--- config.mk ---
export PLATFORM = sky130hd
export DESIGN_NAME = phy_link_ctrl
export DESIGN_NICKNAME = d
export VERILOG_FILES = /design/src/rtl/phy_link_ctrl.sv
export SDC_FILE = /design/constraint.sdc
export NUM_CORES = 1
export LEC_CHECK = 0
export CAP_MARGIN = 20
export CORE_MARGIN = 3
export CORE_UTILIZATION = 46
export DETAILED_ROUTE_END_ITERATION = 10
export PLACE_DENSITY = 0.83
export SLEW_MARGIN = 40
export SYNTH_ARGS = -nofsm -noshare
export SYNTH_HDL_FRONTEND = slang
export SYNTH_SLANG_ARGS = --single-unit
--- constraint.sdc ---
create_clock -name clk_4f -period 3.5 [get_ports clk_4f]
set_clock_uncertainty 0.05 [all_clocks]
set_input_delay 0.35 -clock clk_4f [delete_from_list [all_inputs] [get_ports clk_4f]]
set_output_delay 0.35 -clock clk_4f [all_outputs]
set_load 0.03 [all_outputs]
--- src/rtl/phy_link_ctrl.sv ---
// Link-management FSM for the multi-lane PHY datapath: sequences RESET/INIT/IDLE/ACTIVE/ERROR,
// owns the FIFO almost-full/almost-empty thresholds and drives per-lane pause.
module phy_link_ctrl #(
  parameter int DEPTH_W     = 3,
  parameter int INIT_CYCLES = 4,
  parameter int AF_DEFAULT  = 6,
  parameter int AE_DEFAULT  = 1,
  parameter int NUM_LANES   = 4
) (
  input  logic                 clk_4f,
  input  logic                 reset,
  input  logic                 init,
  input  logic [DEPTH_W-1:0]   cfg_af_in,
  input  logic [DEPTH_W-1:0]   cfg_ae_in,
  input  logic [NUM_LANES-1:0] fifo_empty,
  input  logic [NUM_LANES-1:0] fifo_almost_full,
  input  logic [NUM_LANES-1:0] fifo_error,
  output logic [DEPTH_W-1:0]   cfg_af_out,
  output logic [DEPTH_W-1:0]   cfg_ae_out,
  output logic [NUM_LANES-1:0] pause,
  output logic                 idle_out,
  output logic                 active_out,
  output logic                 error_out,
  output logic [NUM_LANES-1:0] error_lanes,
  output logic [2:0]           state
);

  typedef enum logic [2:0] {
    ST_RESET  = 3'd0,
    ST_INIT   = 3'd1,
    ST_IDLE   = 3'd2,
    ST_ACTIVE = 3'd3,
    ST_ERROR  = 3'd4
  } state_e;

  localparam int CNT_W = $clog2(INIT_CYCLES + 1);
  localparam logic [CNT_W-1:0] CNT_MAX = CNT_W'(INIT_CYCLES);

  state_e               st, ns;
  logic [CNT_W-1:0]     cnt, cnt_n;
  logic [DEPTH_W-1:0]   af_n, ae_n;
  logic [NUM_LANES-1:0] pause_n, lanes_n;
  logic                 idle_n, act_n, err_n;
  logic                 thr_ok;

  assign thr_ok = (cfg_ae_out < cfg_af_out) && (cfg_af_out != '0);
  assign state  = st;

  always_comb begin
    ns      = st;
    cnt_n   = cnt;
    af_n    = cfg_af_out;
    ae_n    = cfg_ae_out;
    pause_n = '1;
    lanes_n = error_lanes;
    idle_n  = 1'b0;
    act_n   = 1'b0;
    err_n   = 1'b0;

    case (st)
      ST_RESET: begin
        ns    = ST_INIT;
        cnt_n = '0;
      end
      ST_INIT: begin
        if (init) begin
          af_n = cfg_af_in;
          ae_n = cfg_ae_in;
        end
        cnt_n = (cnt == CNT_MAX) ? cnt : cnt + 1'b1;
        // Leave on the edge that completes the INIT_CYCLES-th cycle in INIT.
        if (!init && cnt_n == CNT_MAX && thr_ok) ns = ST_IDLE;
      end
      ST_IDLE, ST_ACTIVE: begin
        if (|fifo_error) ns = ST_ERROR;
        else if (init) begin
          ns    = ST_INIT;
          cnt_n = '0;
        end
        else if (st == ST_IDLE && fifo_empty != '1) ns = ST_ACTIVE;
        else if (st == ST_ACTIVE && fifo_empty == '1) ns = ST_IDLE;
      end
      ST_ERROR: ns = ST_ERROR;
      default: begin
        ns    = ST_RESET;
        cnt_n = '0;
      end
    endcase

    // Moore outputs are computed from the next state so they land with it.
    case (ns)
      ST_IDLE: begin
        idle_n  = 1'b1;
        pause_n = fifo_almost_full;
      end
      ST_ACTIVE: begin
        act_n   = 1'b1;
        pause_n = fifo_almost_full;
      end
      ST_ERROR: begin
        err_n   = 1'b1;
        lanes_n = error_lanes | fifo_error;
      end
      ST_RESET: lanes_n = '0;
      default: ;
    endcase
  end

  always_ff @(posedge clk_4f or negedge reset) begin
    if (!reset) begin
      st          <= ST_RESET;
      cnt         <= '0;
      cfg_af_out  <= DEPTH_W'(AF_DEFAULT);
      cfg_ae_out  <= DEPTH_W'(AE_DEFAULT);
      pause       <= '1;
      idle_out    <= 1'b0;
      active_out  <= 1'b0;
      error_out   <= 1'b0;
      error_lanes <= '0;
    end else begin
      st          <= ns;
      cnt         <= cnt_n;
      cfg_af_out  <= af_n;
      cfg_ae_out  <= ae_n;
      pause       <= pause_n;
      idle_out    <= idle_n;
      active_out  <= act_n;
      error_out   <= err_n;
      error_lanes <= lanes_n;
    end
  end

endmodule

---- Word-level counts from Yosys, hierarchy flattened ----
Index checks and enable logic that the tools add are counted.
word-level totals
  flip-flop bits (word level) ............. 23
  bits of input ports ..................... 21
  output and inout port bits .............. 20
operators by class
  add/subtract/negate cells ............... 1
  $lt $le $gt $ge ......................... 1
  equality and inequality tests ........... 13
  muxes and demuxes ....................... 15
  bitwise operators ....................... 2
  reduce and logical (&&, ||, !) cells .... 15
operators with widths
  operator             count
  $mux 3               8
  $eq 3x2->1 const B   4
  $eq 3x3->1 const B   4
  $pmux 3 s4           1
  $pmux 3 s3           1
  $pmux 4 s2           1
  $logic_not 3->1      2
  $logic_and 1x1->1    5
  $eq 4x4->1 const B   1
  $mux 4               1
  $ne 2x2->1 const B   2
  $ne 4x4->1 const B   1
  $or 4x4->4           1
  $reduce_or 2->1      2
  $reduce_or 4->1      1
  $add 3x1->3 const B  1
  $eq 3x1->1 const B   1
  $lt 3x3->1           1
  $mux 1               3
  $reduce_and 3->1     1
  $reduce_bool 3->1    1
  $reduce_and 2->1     1
  $reduce_bool 2->1    1
  $logic_not 1->1      1
  $not 1->1            1

---- Longest topological paths before layout ----
Gate-level depths: netlist (run 1).
  depth after elaboration ................. 10
  mapped depth ............................ 6
  mapped depth without buffers ............ 6

---- Worst setup path before layout (run 1) ----
Ideal clock, no wire load.
  kind .................................... flip-flop to flip-flop
  start ................................... register cfg_af_out[2]
  end ..................................... register st[0] (netlist: state[0])
  library setup time ...................... 0.119 ns
  data arrival time ....................... 1.907 ns
  required time ........................... 3.331 ns
  setup slack ............................. 1.424 ns
  cell stages (with the launch flop) ...... 7
  buffers on the path ..................... 0
  period minus slack after synthesis ...... 2.076 ns
  cell sequence ........................... dfstp_2 -> inv_1 -> ha_1 -> a211o_1 -> a311oi_1 -> o211ai_1 -> and2_1
on the way
  cells in the longest elaborated chain, start to end .. 5
RTL lines
  element                                                 RTL line  text
  start: declaration                                      18        output logic [DEPTH_W-1:0] cfg_af_out,
  start signal: assignment                                113       cfg_af_out <= DEPTH_W'(AF_DEFAULT);
  start signal: assignment                                123       cfg_af_out <= af_n;
  $lt 3x3->1 / $reduce_bool 3->1 (equally long branches)  46        assign thr_ok = (cfg_ae_out < cfg_af_out) && (cfg_af_out != '0);
  $logic_and 1x1->1 (*)                                   46
  $logic_and 1x1->1 (*)                                   72        if (!init && cnt_n == CNT_MAX && thr_ok) ns = ST_IDLE;
  $mux 3 (*)                                              72
  $pmux 3 s4 (*)                                          60        case (st)
  named net ns[0]                                         39        state_e st, ns;
  end signal: assignment                                  121       st <= ns;
  end: declaration                                        39
The timed path passes the listed nets; every way through them passes the cells marked *.
A chain may end at the register's enable or synchronous reset.

---- Worst setup path in the final report (run 1) ----
Same ends and word-level chain as after synthesis.

==> results of run 1 <==
## repair_timing
action / CTS / global route
hold buffers: 1 / 0
resized for setup: 0 / 0
hold endpoints to repair: 16 / 0
## final cells by class
type | count | area share
sequential | 23 | 0.380
multi-input combinational | 67 | 0.308
timing repair buffer | 41 | 0.263
tap | 27 | 0.0220
clock buffer | 4 | 0.0171
inverter | 4 | 0.00976
## registers in the layout, indices dropped and copies added, names as in the netlist, 3 cells and up
name and cells:
cfg_ae_out 3, cfg_af_out 3, pause 4, cnt 3, error_lanes 4, state 3
## per-stage QoR
stage	area, um2	utilization	hold WS, ns	std cells
6_report	1540	0.739	0.463	166
5_1_grt	1540	0.739	0.487	166
4_1_cts	1540	0.739	0.472	166
3_5_place_dp	1500	0.722	0.298	161
3_3_place_gp	1510	0.724	0.434	161
2_1_floorplan	1080	-	0.00441	95
## power groups by stage
stage	clock, W	sequential, W	combinational (W)
after floorplan	0	0.000543	0.000239
after global placement	0	0.000428	0.000545
after detailed placement	0	0.000432	0.000569
after CTS	0.000125	0.000428	0.000572
after global routing	0.000137	0.000440	0.000621
final	0.000121	0.000429	0.000564
## cells by family after synthesis
kind of cell / count (synthesis)
mux: 4
compound gates: 27
buf+inv: 5
simple gates: 32
fa+ha+maj: 4
flops: 23
## routing by layer
metal / track usage / up-vias / part of all wire
li1: - / 435 / -
met1: 0.232 / 430 / 0.42
met2: 0.325 / 34 / 0.50
met3: 0.0327 / 5 / 0.063
met4: 0.104 / 0 / 0.021
met5: 0 / - / 0
## how the worst max path moves through the flow
stage,end,slack (ns),cells after the start
CTS,state[0],1.32,6
detailed placement,state[0],1.36,6
finish,state[0],1.32,6
global placement,state[0],1.42,6
floorplan,state[0],1.42,6
global route,state[0],1.24,6
## cells in the final DEF, fill, tap and decap left out, types with 2 or more instances in the layout
cell	count
and2_1	2
o211ai_1	2
nor2b_1	3
inv_1	4
nor2_1	6
nand2_1	5
dfstp_2	7
clkdlybuf4s50_1	39
ha_1	4
o21ai_0	4
o21bai_1	4
nor3_1	2
dfrtp_1	16
clkbuf_4	3
nand2b_1	3
mux2_1	4
nand4_1	2
a21oi_1	10
## worst max-delay path, delay by kind of cell (launching register included)
kind	cells	cell delay, ns
compound gates	3	0.89
flops	1	0.57
fa+ha+maj	1	0.32
simple gates	1	0.19
buf+inv	1	0.07
==> results.cfg, run 1 <==
[clock_tree]
clk_path_buf_depth = 2
insertion_delay_ns = 0.31
cts_tree = done
clk_pin_slew_ns = 0.12
cts_max_level = 1
root_buffer = clkbuf_4
cts.sinks = 23
cts_setup_buffers = 0
numCtsBuffers = 3

[pwr]
pwr-share-clk = 0.109
ir_worst_vdd_uv = 487
p_leak_nw = 0.653
combPwrFrac = 0.506
power_w = 0.00111
p_int_w = 0.000650
power_density_mw_per_mm2 = 724
p_seq_frac = 0.385
switchingPower_w = 0.000464
p_sw_frac = 0.417

[finish]
syn2layout_area_growth_pct = 42.7
fin_nets = 165
n_fill_cell = 158
multi_input_area_um2 = 474
diodes = 0
regArea_um2 = 584
drive_gt1_frac = 0.129

[timing]
max_slew_margin = 0.662
setup_slack_ns = 1.32
fin_setup_tns_ns = 0
max_freq_mhz = 459
rsz0062_at_grt = no
setup_viol = 0
hold_viol = 0
drv_slew = 0
fin_crit_sh = 0.623
tightest_slew_ns = 0.507
period_needed_ns = 2.18

[placed_design]
dp_hpwl_mm = 1.91
port_buffers = 40
gp_congestion = 0.763
dp_slack_ns = 1.36

[logic_synthesis]
muxShareOfSynthArea = 0.0418
syn_area_mm2 = 0.00108
synth.area.top_cells = dfrtp_1, dfstp_2, a21oi_1
synth_adder_area_share = 0.0464
synth.largest_area_cell = dfrtp_1
synth_top_flop_cell = dfrtp_1
synth_compound_area_frac = 0.177
synth_xor_area_frac = 0
synth_top_family_by_area = compound AO/OA/AOI/OAI gates
synth_top_area_share = 0.371
synth_cell_types = 33
yosysMostFrequentCell = dfrtp_1
async_flop_share = 1.00
syn_avg_cell_area_um2 = 11.4
synth_warnings = 0
synth_common_cells = dfrtp_1, a21oi_1, dfstp_2
syn_inst = 95
synth_edf_count = 0
syn_nets = 120
ys_seq_elements = 23
synthSimpleGateAreaFrac = 0.174
ys_seq_area_frac = 0.542

[routing]
wl_mm = 2.43
wl_per_cell_um = 14.6
drc = 0
dr_total_vias = 904
drt-pass1-iter-count = 4
ant_nets = 0
first_iter_violations = 15
vias_per_cell = 5.45

[run_status]
outcome = complete, no violations

[setup_path]
critical_path_arrival_ns = 2.34
crit_chain = inv_1 > ha_1 > a211o_1 > a311oi_1 > o211ai_1 > and2_1
path_class = flip-flop to flip-flop
worst_r2r_endpoint = state[0]
worst_setup_path_end_kind = flip-flop
r2r_start = cfg_af_out[2]
critPathSlowestCell = dfstp_2
critical_path.startpoint = cfg_af_out[2]
startpoint_type = flip-flop
required_ns = 3.66
crit_fanout = 3
rr_worst_depth = 6
cpPeakStageDelay_ns = 0.57
r2r_setup_slack_ns = 1.32

[global_routing]
grt_overflow = 0
grt_max_degree = 24
grt_pass1_vias = 885
grt_first_pass_wirelength_mm = 3.99
antenna_found_initial = 0
grtUsageTotal = 0.192

[worst_hold_path]
hold_path.class = flip-flop to flip-flop
hold_path_startpoint = error_lanes[3]
whs_path_depth = 2
holdPathEnd = error_lanes[3]

[floorplanning]
num_rows = 16
die-area_mm2 = 0.00296
initial_core_util = 0.518
io_pins = 41
coreArea_mm2 = 0.00208
die_h_um = 54.4
die_w_um = 54.4

[run]
maxCapViolCount = 0
Note: power is estimated with default switching activity, not from simulation.
==> inputs of run 2 (changes only) <==
Settings changed: CORE_UTILIZATION 46 to 43, PLACE_DENSITY 0.83 to 0.78.
Clock period 3.5 ns to 2.07 ns, I/O delays scaled along.
==> results.cfg, run 2 (synthesis results as in run 1) <==
[clock_tree]
numCtsBuffers = 3
cts_hold_buf = 0
clk_pin_slew_ns = 0.12
root_buffer = clkbuf_4
insertion_delay_ns = 0.31
cts_tree = done
cts_max_level = 1
cts.sinks = 23
clk_path_buf_depth = 2

[routing]
first_iter_violations = 13
wl_mm = 2.53
drc = 0
ant_nets = 0
top_layer = met4
wl_met2_mm = 1.31
drt-pass1-iter-count = 4
dr_total_vias = 908
wl_met1_mm = 1.06
vias_per_cell = 5.34
wl_per_cell_um = 14.9
wl_met3_um = 127

[pwr]
p_sw_frac = 0.418
ir_worst_vdd_uv = 881
p_leak_nw = 0.671
pwr-share-clk = 0.104
p_seq_frac = 0.373
switchingPower_w = 0.000812
p_int_w = 0.00113
power_density_mw_per_mm2 = 1230
power_w = 0.00194
combPwrFrac = 0.523

[finish]
n_fill_cell = 174
most-common-layout-cells = clkdlybuf4s50_1, dfrtp_1, a21oi_1
multi_input_area_um2 = 493
drive_gt1_frac = 0.169
diodes = 0
reg_top3 = error_lanes: 4 flops, pause: 4 flops
stdcell_area_mm2 = 0.00159
final_common_cell = clkdlybuf4s50_1
fin_nets = 168
regArea_um2 = 584
syn2layout_area_growth_pct = 47.0

[timing]
max_slew_margin = 0.728
fin_crit_sh = 0.975
tightest_slew_ns = 0.404
period_needed_ns = 2.02
hold_viol = 0
drv_slew = 0
setup_viol = 0
setup_slack_ns = 0.0520
max_freq_mhz = 496

[floorplanning]
num_rows = 17
initial_core_util = 0.469
die_h_um = 56.1
die-area_mm2 = 0.00314
die_w_um = 56.1
coreArea_mm2 = 0.00230
io_pins = 41

[run_status]
outcome = complete, no violations

[global_routing]
grt_overflow = 0
grt_first_pass_wirelength_mm = 4.35
antenna_found_initial = 0
grtUsageTotal = 0.176
grt_max_degree = 24
grt_pass1_vias = 986

[placed_design]
dp_hpwl_mm = 1.97
dp_slack_ns = 0.0726
port_buffers = 40
place_area_mm2 = 0.00154
gp_congestion = 0.743

[setup_path]
r2r_setup_slack_ns = 0.05
crit_fanout = 3
cpLargestDelayFamily = compound AO/OA/AOI/OAI gates
startpoint_type = flip-flop
path_class = flip-flop to flip-flop
rr_worst_depth = 6
worst_r2r_endpoint = state[0]
r2r_start = cfg_af_out[2]
crit_chain = inv_1 > ha_4 > a211o_1 > a311oi_2 > o211ai_1 > and2_1
critical_path_arrival_ns = 2.18
crit_buf_inv = 1
path_depth = 6
worst_setup_path_end_kind = flip-flop
required_ns = 2.23
critPathSlowestCell = dfstp_2
cpPeakStageDelay_ns = 0.56

[worst_hold_path]
hold_path.class = primary input to async pin

[run]
maxCapViolCount = 0
==> run 2: cell count changes in the layout (fill, tap and decap cells not counted) <==
cell,before,now
buf_4,0,4
a311oi_2,0,1
ha_1,4,3
ha_4,0,1
clkinv_2,0,1
a311oi_1,1,0
clkdlybuf4s50_1,39,40
dlygate4sd3_1,1,0
buf_2,1,0
clkbuf_1,1,0
==> run 2: timing repair <==
item,CTS,global route
gates resized for setup,0,1
endpoints found under the setup margin,0,2
hold endpoints to repair,0,0
buffers inserted,0,1
==> run 2: worst max path at each step <==
stage                  start       end  slack (ns)
6_report       cfg_af_out[2]  state[0]        0.05
5_1_grt        cfg_af_out[2]  state[0]      -0.008
4_1_cts        cfg_af_out[2]  state[0]        0.05
3_5_place_dp   cfg_af_out[2]  state[0]        0.07
3_3_place_gp   cfg_af_out[2]  state[0]        0.15
2_1_floorplan  cfg_af_out[2]  state[0]        0.05
==> run 2: power groups by stage <==
stage | Combinational, W | Clock (W) | Sequential, W
2_1_floorplan | 0.000420 | 0 | 0.000918
3_3_place_gp | 0.000954 | 0 | 0.000722
3_5_place_dp | 0.000990 | 0 | 0.000730
4_1_cts | 0.000995 | 0.000211 | 0.000723
5_1_grt | 0.00110 | 0.000232 | 0.000753
6_report | 0.00102 | 0.000202 | 0.000726
==> run 2: cell type report <==
type / instances / share of cell area
flip-flops and latches: 23 / 0.369
inverters: 4 / 0.00947
clock buffers: 3 / 0.0142
clock inverters: 1 / 0.00316
multi-input cells: 67 / 0.311
well taps: 28 / 0.0221
repair buffers: 44 / 0.272
==> run 2: worst register-to-register path: stages, from the launching register on <==
cell and delay, ns:
dfstp_2 0.56, inv_1 0.07, ha_4 0.25, a211o_1 0.30
a311oi_2 0.33, o211ai_1 0.19, and2_1 0.18
==> run 2: per-stage QoR <==
stage / TNS [ns] / utilization / hold WS [ns] / cells
global route: -0.00753 / 0.690 / 0.207 / 170
CTS: 0 / 0.681 / 0.184 / 169
global placement: 0 / 0.669 / 0.437 / 165
detailed placement: 0 / 0.669 / 0.447 / 165
floorplan: 0 / - / -0.139 / 95
finish: 0 / 0.690 / 0.184 / 170
==> run 2: routing by layer <==
metal,vias up,GRT usage
li1,438,-
met1,442,0.209
met2,24,0.307
met3,4,0.0348
met4,0,0.0712
met5,-,0
==> inputs of run 3 (changes only) <==
Settings changed: CTS_CLUSTER_SIZE set to 12.
==> results of run 3 <==
Final layout, timing and power as in run 2 (identical DEF).
